==> src/rtl/serial_rx_frame_ctrl.sv <==
// Oversampled serial frame receiver: start qualify, mid-bit sample,
// LSB-first shift, optional parity, stop check, valid/ready byte output.
module serial_rx_frame_ctrl #(
    parameter int OVERSAMPLE = 4,
    parameter bit PARITY_EN  = 1'b1,
    parameter bit PARITY_ODD = 1'b0
) (
    input  logic       clk,
    input  logic       reset,
    input  logic       in,
    output logic [7:0] out_byte,
    output logic       out_valid,
    input  logic       out_ready,
    output logic       parity_err,
    output logic       frame_err,
    output logic       overrun,
    output logic       busy
);
    localparam int HALF = OVERSAMPLE / 2;
    localparam int CW   = $clog2(OVERSAMPLE);
    localparam logic [CW-1:0] LAST = CW'(OVERSAMPLE - 1);
    localparam logic [CW-1:0] MID  = CW'(HALF - 1);

    typedef enum logic [2:0] {
        S_IDLE, S_START, S_DATA, S_PARITY, S_STOP, S_RESYNC
    } state_t;

    state_t        state, state_n;
    logic [CW-1:0] cnt, cnt_n;
    logic [2:0]    idx;
    logic [7:0]    shreg;
    logic          pbit;
    logic          data_smp, par_smp, stop_smp;
    logic          par_ok, good, ferr, perr, free;

    always_comb begin
        state_n  = state;
        cnt_n    = (cnt == LAST) ? '0 : cnt + 1'b1;
        data_smp = 1'b0;
        par_smp  = 1'b0;
        stop_smp = 1'b0;
        unique case (state)
            S_IDLE: begin
                cnt_n = '0;
                if (!in) state_n = S_START;
            end
            S_START: begin
                if (cnt == MID) state_n = in ? S_IDLE : S_DATA;
            end
            S_DATA: begin
                if (cnt == LAST) begin
                    data_smp = 1'b1;
                    if (idx == 3'd7) state_n = PARITY_EN ? S_PARITY : S_STOP;
                end
            end
            S_PARITY: begin
                if (cnt == LAST) begin
                    par_smp = 1'b1;
                    state_n = S_STOP;
                end
            end
            S_STOP: begin
                if (cnt == LAST) begin
                    stop_smp = 1'b1;
                    state_n  = in ? S_IDLE : S_RESYNC;
                end
            end
            S_RESYNC: begin
                cnt_n = '0;
                if (in) state_n = S_IDLE;
            end
            default: state_n = S_IDLE;
        endcase
        // every state change restarts the bit-phase counter
        if (state_n != state) cnt_n = '0;
    end

    always_comb begin
        par_ok = !PARITY_EN || (((^shreg) ^ pbit) == PARITY_ODD);
        ferr   = stop_smp && !in;
        perr   = stop_smp && in && !par_ok;
        good   = stop_smp && in && par_ok;
        free   = !out_valid || out_ready;
    end

    assign busy = (state != S_IDLE);

    always_ff @(posedge clk) begin
        if (reset) begin
            state      <= S_IDLE;
            cnt        <= '0;
            idx        <= 3'd0;
            shreg      <= 8'h00;
            pbit       <= 1'b0;
            out_byte   <= 8'h00;
            out_valid  <= 1'b0;
            parity_err <= 1'b0;
            frame_err  <= 1'b0;
            overrun    <= 1'b0;
        end else begin
            state      <= state_n;
            cnt        <= cnt_n;
            parity_err <= perr;
            frame_err  <= ferr;
            overrun    <= good && !free;
            if (data_smp) begin
                shreg <= {in, shreg[7:1]};
                idx   <= idx + 3'd1;
            end
            if (par_smp) pbit <= in;
            if (good && free) begin
                out_byte  <= shreg;
                out_valid <= 1'b1;
            end else if (out_valid && out_ready) begin
                out_valid <= 1'b0;
            end
        end
    end
endmodule

==> config.mk <==
export PLATFORM = sky130hd
export DESIGN_NAME = serial_rx_frame_ctrl
export DESIGN_NICKNAME = d
export VERILOG_FILES = /design/src/rtl/serial_rx_frame_ctrl.sv
export SDC_FILE = /design/constraint.sdc
export NUM_CORES = 1
export LEC_CHECK = 0
export CORE_UTILIZATION = 30
export DETAILED_ROUTE_END_ITERATION = 12
export GPL_TIMING_DRIVEN = 1
export PLACE_DENSITY = 0.58
export SLEW_MARGIN = 20
export SYNTH_ARGS = -nofsm -noshare
export SYNTH_HDL_FRONTEND = slang
export SYNTH_SLANG_ARGS = --single-unit
==> constraint.sdc <==
create_clock -name clk -period 2.9 [get_ports clk]
set_clock_uncertainty 0.2 [all_clocks]
set_input_delay 0.87 -clock clk [delete_from_list [all_inputs] [get_ports clk]]
set_output_delay 0.87 -clock clk [all_outputs]
set_load 0.05 [all_outputs]
==> tab_implementation.tex, run 1 <==
\begin{tabular}{lr}
\hline
Metric & Value \\
\hline
\multicolumn{2}{l}{\textbf{Placed design}} \\
\quad Post-placement cell count & 202 \\
\quad Last weighted congestion value of the routability-driven placer & 0.711 \\
\quad Detail Placement HPWL & around 1700 um \\
\quad Area post-placement & 0.00150 mm\^{}2 \\
\quad I/O Buffers & 16 \\
\multicolumn{2}{l}{\textbf{Worst setup path}} \\
\quad Cell family with the largest share of critical-path delay & simple AND/OR/NAND/NOR gates \\
\quad Cells along the critical path & clkdlybuf4s50\_1 -> nand2b\_1 -> or4bb\_1 -> mux2i\_4 -> buf\_12 -> mux2i\_1 -> nor2\_1 \\
\quad CP required & 2860 ps \\
\quad Number of buffers and inverters on the critical path & 2 \\
\quad Peak per-stage delay on the critical path & 530 ps \\
\quad CP startpoint kind & input port \\
\quad Worst reg2reg endpoint & out\_byte[3]\$\_SDFFE\_PP0P\_ \\
\quad Setup slack of the worst register-to-register path & between 400 and 500 ps \\
\quad Crit path DAT & 2570 ps \\
\quad Launch point of the worst reg-to-reg path & cnt[0]\$\_SDFF\_PP0\_ \\
\quad R2R depth & 7 \\
\quad Crit path max fanout & 8 \\
\quad Kind of critical path & input port to flop \\
\quad Worst setup EP type & flop \\
\quad CP max stage cell & sky130\_fd\_sc\_hd\_\_or4bb\_1 \\
\multicolumn{2}{l}{\textbf{Clock tree}} \\
\quad TritonCTS clock tree & done \\
\quad Clock edge transition at the registers on the reported setup and hold paths & 60 ps \\
\quad Root buffer cell & sky130\_fd\_sc\_hd\_\_clkbuf\_8 \\
\quad Total number of H-tree levels & 2 \\
\quad Post-CTS Setup Inserts & 0 \\
\quad Resize count post-CTS & 0 \\
\quad Post-cts hold buffer count & 0 \\
\quad Clock network latency to the later pin of the worst-skew pair & 280 ps \\
\quad Number of buffers inserted during clock tree synthesis & 5 \\
\quad Clock Sinks & 29 \\
\quad CTS Buffer Depth & 2 \\
\multicolumn{2}{l}{\textbf{STA}} \\
\quad Max-slew violation count & 0 \\
\quad Worst-margin pin slew & 494 ps \\
\quad Tmin final & 2610 ps \\
\quad Endpoints failing hold & 0 \\
\quad Final critical-path share of the clock period & 90.0\% \\
\quad Headroom to the max-slew limit & 67.0\% \\
\quad Setup\_tns & 0 ps \\
\quad Unrepaired setup endpoints after global routing & no \\
\quad Highest Clock Rate & 0.383 GHz \\
\quad Number of setup violations in the final report & 0 \\
\multicolumn{2}{l}{\textbf{Drt}} \\
\quad Via/cell ratio & 4.75 \\
\quad 1st-pass router iterations & 4 \\
\quad DRC violations left & 0 \\
\quad Post-DR wirelength/cell & $\sim$11 um \\
\quad Routed Antenna Nets & 0 \\
\quad Number of design-rule violations left by the first detailed-router iteration & 46 \\
\quad Vias & roughly 1000 \\
\quad Routed Wire Length & 2380 um \\
\multicolumn{2}{l}{\textbf{Yosys}} \\
\quad Cell type with the highest aggregate area in the netlist & sky130\_fd\_sc\_hd\_\_dfxtp\_1 \\
\quad Post-synthesis instance area & 0.00127 mm\^{}2 \\
\quad Distinct cell type count of the synthesized netlist & 30 \\
\quad Number of storage elements in the synthesis netlist & 29 \\
\quad Fraction of synthesis flops using an asynchronous set or reset pin & 0\% \\
\quad Synth Instances & 139 \\
\quad EDFF count, synth & 0 \\
\quad Synth area leaders & sky130\_fd\_sc\_hd\_\_dfxtp\_1 46\%, sky130\_fd\_sc\_hd\_\_mux2i\_1 7.1\%, sky130\_fd\_sc\_hd\_\_nand2\_1 7.1\%, sky130\_fd\_sc\_hd\_\_a21oi\_1 5.1\%, sky130\_fd\_sc\_hd\_\_nor2\_1 4.4\% \\
\quad Mean instance size in the synthesized netlist & 9.15 um\^{}2 \\
\quad Warnings, synthesis & 0 \\
\quad Primary flip-flop cell chosen by synthesis mapping & sky130\_fd\_sc\_hd\_\_dfxtp\_1 \\
\quad Share of the yosys chip area belonging to registers & 45.7\% \\
\quad Synthesized netlist net count & 147 \\
\quad Yosys top cell area share & 45.7\% \\
\multicolumn{2}{l}{\textbf{Hold path}} \\
\quad Startpoint of the lowest-slack hold path & cnt[0]\$\_SDFF\_PP0\_ \\
\quad Class of the most critical hold timing path & flop to flop \\
\quad Worst hold path cell count & 1 \\
\quad Min-Delay Endpoint & cnt[0]\$\_SDFF\_PP0\_ \\
\multicolumn{2}{l}{\textbf{GRT}} \\
\quad Global-route wire length before repair & roughly 4100 um \\
\quad Maximum number of pins on one net before global-route repair & 27 \\
\quad Number of antenna violations at the first check in global routing & 0 \\
\quad Via count of the first global-routing pass & 933 \\
\quad Total GRT Usage & 12.5\% \\
\quad GRT overflow & 0 \\
\multicolumn{2}{l}{\textbf{Floorplanning}} \\
\quad Floorplan core area & around 0.0040 mm\^{}2 \\
\quad Die Footprint & 0.00450 mm\^{}2 \\
\quad I/O pin count & 17 \\
\quad Width of the die & 67.1 um \\
\quad Floorplan die height & $\sim$67 um \\
\quad Standard-cell rows & 23 \\
\quad Starting utilization of the core area & 31.6\% \\
\multicolumn{2}{l}{\textbf{Cells and area}} \\
\quad Layout cells sized above 1 & 9.38\% \\
\quad Area of all sequential standard cells & 581 um\^{}2 \\
\quad FILL cells & around 430 \\
\quad Ant. Diodes & 0 \\
\quad Finished Layout Cells & 210 \\
\quad Count of nets after finishing & 167 \\
\quad Multi-input gate area in the final layout & 649 um\^{}2 \\
\quad Layout overhead on the synthesized area & 24.8\% \\
\quad Cell area after layout & 0.00159 mm\^{}2 \\
\multicolumn{2}{l}{\textbf{Pwr}} \\
\quad Power density over cell area & 483 mW/mm\^{}2 \\
\quad Max VDD drop & roughly 0.32 mV \\
\quad Leakage power & roughly 0.58 nW \\
\multicolumn{2}{l}{\textbf{Run status}} \\
\quad Run status & finished clean \\
\multicolumn{2}{l}{\textbf{Run}} \\
\quad \# Max-Cap Violations & 0 \\
\hline
\end{tabular}
## cells in the mapped netlist (all sizes together), types with 4 or more instances
master  number
nor2        15
xnor2        4
nor3         6
ha           4
buf          4
a21oi       13
nand2       24
dfxtp       29
mux2i       10
## worst max path at each step
stage              start                        to  slack [ps]  cells past startpoint
2_1_floorplan  out_ready  out_byte[7]$_SDFFE_PP0P_         470                      5
3_3_place_gp   out_ready  out_byte[1]$_SDFFE_PP0P_          40                      7
3_5_place_dp   out_ready  out_byte[3]$_SDFFE_PP0P_          -9                      7
4_1_cts        out_ready  out_byte[3]$_SDFFE_PP0P_         290                      7
5_1_grt        out_ready  out_byte[4]$_SDFFE_PP0P_         160                      7
6_report       out_ready  out_byte[3]$_SDFFE_PP0P_         290                      7
## sequential cells by signal, indices dropped and copies added (netlist names)
signal,flops
pbit,1
parity_err,1
state,3
overrun,1
shreg,8
idx,3
cnt,2
out_byte,8
out_valid,1
frame_err,1
## per-layer routing
| layer | GRT usage, % | vias up | wire length (um) |
|---|---|---|---|
| met5 | 0 | - | 0 |
| met4 | 6.91 | 0 | 43 |
| met1 | 15.3 | 459 | 1130 |
| met2 | 18.9 | 25 | 1100 |
| met3 | 4.28 | 7 | 113 |
| li1 | - | 507 | - |
## where the power goes
group | total (mW) | switching (mW) | internal [mW]
logic | 0.0429 | 0.0239 | 0.0190
registers | 0.408 | 0.00655 | 0.401
clock network | 0.315 | 0.150 | 0.166
## metrics by stage
stage,hold WS [ps],setup slack [ps],power (mW),util [%]
floorplan,234,466,0.445,-
global placement,246,42.3,0.458,37.3
detailed placement,261,-8.51,0.460,37.3
CTS,273,293,0.779,39.4
global route,290,159,0.797,39.4
finish,268,290,0.766,39.4
## placed cells by master (no fill, tap or decap), types with 2 or more instances in the layout
master                            count
sky130_fd_sc_hd__dfxtp_1             29
sky130_fd_sc_hd__nand2_1             24
sky130_fd_sc_hd__nor2_1              15
sky130_fd_sc_hd__clkdlybuf4s50_1     15
sky130_fd_sc_hd__a21oi_1             13
sky130_fd_sc_hd__mux2i_1              9
sky130_fd_sc_hd__nor3_1               6
sky130_fd_sc_hd__clkbuf_8             5
sky130_fd_sc_hd__xnor2_1              4
sky130_fd_sc_hd__ha_1                 4
sky130_fd_sc_hd__buf_4                4
sky130_fd_sc_hd__inv_1                3
sky130_fd_sc_hd__xor2_1               3
sky130_fd_sc_hd__nand3_1              3
sky130_fd_sc_hd__nand2b_1             2
sky130_fd_sc_hd__nor2b_1              2
sky130_fd_sc_hd__o21ai_0              2
sky130_fd_sc_hd__clkinv_2             2
## worst register-to-register path, delay by kind of cell, from the launching register on
kind,cells,cell delay [ps]
mux,2,360
fa+ha+maj,1,330
buf+inv,1,150
flops,1,360
simple gates,3,920
## cell type report
type	count	share of cell area, %
multi-input combinational	100	40.9
timing repair buffer	20	12.6
clock buffer	6	4.57
inverter	3	0.710
tap	50	3.94
sequential	29	36.6
clock inverter	2	0.631
## cell families after synthesis
logic type,synth area share (%)
mux,8.86
simple gates,22.2
xor+xnor,8.56
buf+inv,3.25
compound gates,7.48
fa+ha+maj,3.94
flops,45.7
Note: power is estimated with default switching activity, not from simulation.
==> inputs of run 2 (changes only) <==
Settings changed: GPL_TIMING_DRIVEN 1 to 0.
==> run 2 against run 1 <==
Clock-buffer cell count unchanged. Wire length up 3.9%. Hold slack gained 2.3 ps. Worst setup slack got worse by 200 ps. Final cell count up 1.9%. Combinational power is 5.8% higher. Critical path type unchanged. Highest routed layer unchanged.
==> tab_implementation.tex, run 2 (synthesis gave the netlist of run 1 again) <==
\begin{tabular}{lr}
\hline
Metric & Value \\
\hline
\multicolumn{2}{l}{\textbf{Run status}} \\
\quad Run status & finished clean \\
\multicolumn{2}{l}{\textbf{Clock tree}} \\
\quad Clock network latency to the later pin of the worst-skew pair & 270 ps \\
\quad Number of buffers inserted during clock tree synthesis & 5 \\
\quad Clock Sinks & 29 \\
\quad TritonCTS clock tree & done \\
\quad Root buffer cell & sky130\_fd\_sc\_hd\_\_clkbuf\_8 \\
\quad Total number of H-tree levels & 2 \\
\quad CTS Buffer Depth & 2 \\
\quad Clock edge transition at the registers on the reported setup and hold paths & 60 ps \\
\quad Post-cts hold buffer count & 0 \\
\multicolumn{2}{l}{\textbf{Placed design}} \\
\quad Detail Placement HPWL & between 1500 and 2000 um \\
\quad Last weighted congestion value of the routability-driven placer & 0.778 \\
\quad I/O Buffers & 15 \\
\multicolumn{2}{l}{\textbf{Worst setup path}} \\
\quad CP endpoint & out\_byte[5]\$\_SDFFE\_PP0P\_ \\
\quad Crit path max fanout & 6 \\
\quad R2R depth & 8 \\
\quad Setup slack of the worst register-to-register path & 470 ps \\
\quad Number of buffers and inverters on the critical path & 3 \\
\quad Crit path DAT & roughly 2800 ps \\
\quad CP required & 2850 ps \\
\quad CP max stage cell & sky130\_fd\_sc\_hd\_\_clkdlybuf4s50\_1 \\
\quad Cell family with the largest share of critical-path delay & buffers and inverters \\
\quad Beginning of the critical path & in \\
\quad Cells along the critical path & clkdlybuf4s50\_1 -> inv\_1 -> or4bb\_1 -> mux2i\_4 -> buf\_12 -> mux2i\_1 -> nor2\_1 \\
\quad CP startpoint kind & input port \\
\quad Worst setup EP type & flop \\
\quad Peak per-stage delay on the critical path & $\sim$580 ps \\
\quad Launch point of the worst reg-to-reg path & cnt[0]\$\_SDFF\_PP0\_ \\
\quad Worst reg2reg endpoint & out\_byte[5]\$\_SDFFE\_PP0P\_ \\
\quad Kind of critical path & input port to flop \\
\quad Critical path depth & 7 \\
\multicolumn{2}{l}{\textbf{Cells and area}} \\
\quad Count of nets after finishing & 171 \\
\quad Ant. Diodes & 0 \\
\quad Registers with the highest flip-flop counts & out\_byte: 8 flops, shreg: 8 flops \\
\quad Most common cell after layout, fill and taps aside & sky130\_fd\_sc\_hd\_\_dfxtp\_1 \\
\quad Leading cell types in the layout, fill and taps excluded & 29 x sky130\_fd\_sc\_hd\_\_dfxtp\_1, 24 x sky130\_fd\_sc\_hd\_\_nand2\_1, 15 x sky130\_fd\_sc\_hd\_\_nor2\_1, 14 x sky130\_fd\_sc\_hd\_\_clkdlybuf4s50\_1, 13 x sky130\_fd\_sc\_hd\_\_a21oi\_1 \\
\quad Area of all sequential standard cells & roughly 580 um\^{}2 \\
\quad Multi-input gate area in the final layout & 649 um\^{}2 \\
\quad FILL cells & 416 \\
\quad Layout cells sized above 1 & 9.15\% \\
\quad Layout overhead on the synthesized area & 25.3\% \\
\multicolumn{2}{l}{\textbf{Pwr}} \\
\quad Power density over cell area & 475 mW/mm\^{}2 \\
\quad Max VDD drop & 0.237 mV \\
\quad Leakage power & 0.587 nW \\
\multicolumn{2}{l}{\textbf{Run}} \\
\quad \# Max-Cap Violations & 0 \\
\multicolumn{2}{l}{\textbf{Drt}} \\
\quad DRC violations left & 0 \\
\quad Routed Wire Length & 2480 um \\
\quad Post-DR wirelength/cell & $\sim$12 um \\
\quad Via/cell ratio & between 4 and 5 \\
\quad Vias & 998 \\
\quad Routed Antenna Nets & 0 \\
\quad Number of design-rule violations left by the first detailed-router iteration & 65 \\
\quad 1st-pass router iterations & 4 \\
\multicolumn{2}{l}{\textbf{Floorplanning}} \\
\quad Die Footprint & 0.00450 mm\^{}2 \\
\quad Floorplan core area & approximately 0.0040 mm\^{}2 \\
\quad Starting utilization of the core area & 31.6\% \\
\quad Floorplan die height & 67.1 um \\
\quad I/O pin count & 17 \\
\quad Standard-cell rows & 23 \\
\quad Width of the die & between 60 and 70 um \\
\multicolumn{2}{l}{\textbf{STA}} \\
\quad Number of setup violations in the final report & 0 \\
\quad Highest Clock Rate & 0.356 GHz \\
\quad Final critical-path share of the clock period & between 90\% and 100\% \\
\quad Tmin final & 2810 ps \\
\quad Unrepaired setup endpoints after global routing & no \\
\quad Endpoints failing hold & 0 \\
\quad Max-slew violation count & 0 \\
\quad Headroom to the max-slew limit & 66.1\% \\
\quad Setup\_tns & 0 ps \\
\quad Worst-margin pin slew & 509 ps \\
\quad Post-route worst hold slack & 270 ps \\
\multicolumn{2}{l}{\textbf{GRT}} \\
\quad Total GRT Usage & a little over an eighth \\
\quad Global-route wire length before repair & 4240 um \\
\quad Via count of the first global-routing pass & 981 \\
\quad Number of antenna violations at the first check in global routing & 0 \\
\quad Maximum number of pins on one net before global-route repair & 11 \\
\quad GRT overflow & 0 \\
\multicolumn{2}{l}{\textbf{Hold path}} \\
\quad Class of the most critical hold timing path & flop to flop \\
\hline
\end{tabular}
[run 2: worst min-delay path by stage]
stage                         from  cells after the start  slack (ps)                  end
2_1_floorplan    cnt[0]$_SDFF_PP0_                      1         230    cnt[0]$_SDFF_PP0_
3_3_place_gp     cnt[0]$_SDFF_PP0_                      1         250    cnt[0]$_SDFF_PP0_
3_5_place_dp   idx[1]$_SDFFE_PP0P_                      2         270  idx[1]$_SDFFE_PP0P_
4_1_cts        idx[2]$_SDFFE_PP0P_                      2         270  idx[2]$_SDFFE_PP0P_
5_1_grt        idx[2]$_SDFFE_PP0P_                      2         300  idx[2]$_SDFFE_PP0P_
6_report         cnt[0]$_SDFF_PP0_                      1         270    cnt[0]$_SDFF_PP0_
[run 2: repair_timing]
item	CTS	global route
resized for setup	1	0
endpoints found under the setup margin	9	0
setup buffers	2	0
hold endpoints to repair	0	0
[run 2: report_power, final]
group          switching (mW)  internal [mW]  leakage (nW)  total [mW]
clock                   0.142          0.166        0.0450       0.307
sequential            0.00255          0.401         0.234       0.404
combinational          0.0289         0.0165         0.308      0.0454
[run 2: metrics by stage]
| stage | util (%) | std cells | power (mW) | instance area (um^2) | setup WS [ps] |
|---|---|---|---|---|---|
| finish | 39.5 | 214 | 0.757 | 1590 | 87.5 |
| floorplan | - | 139 | 0.445 | 1270 | 466 |
| global route | 39.5 | 214 | 0.799 | 1590 | 23.1 |
| CTS | 39.5 | 214 | 0.770 | 1590 | 95.2 |
| detailed placement | 36.8 | 204 | 0.459 | 1480 | -328 |
| global placement | 36.8 | 204 | 0.458 | 1480 | -272 |
[run 2: area by class of cell]
class / count / area share, %
well taps: 50 / 3.93
repair buffers: 17 / 11.1
clock inverters: 2 / 0.628
flip-flops and latches: 29 / 36.4
inverters: 3 / 0.707
clock buffers: 6 / 4.56
multi-input cells: 100 / 40.8
plain buffers: 7 / 1.89
[run 2: routing by layer]
layer / track usage (%) / share of wire [%] / vias up
li1: - / - / 518
met1: 15.1 / 45 / 458
met2: 21.5 / 49 / 18
met3: 5.14 / 4.6 / 4
met4: 5.59 / 1.5 / 0
met5: 0 / 0 / -
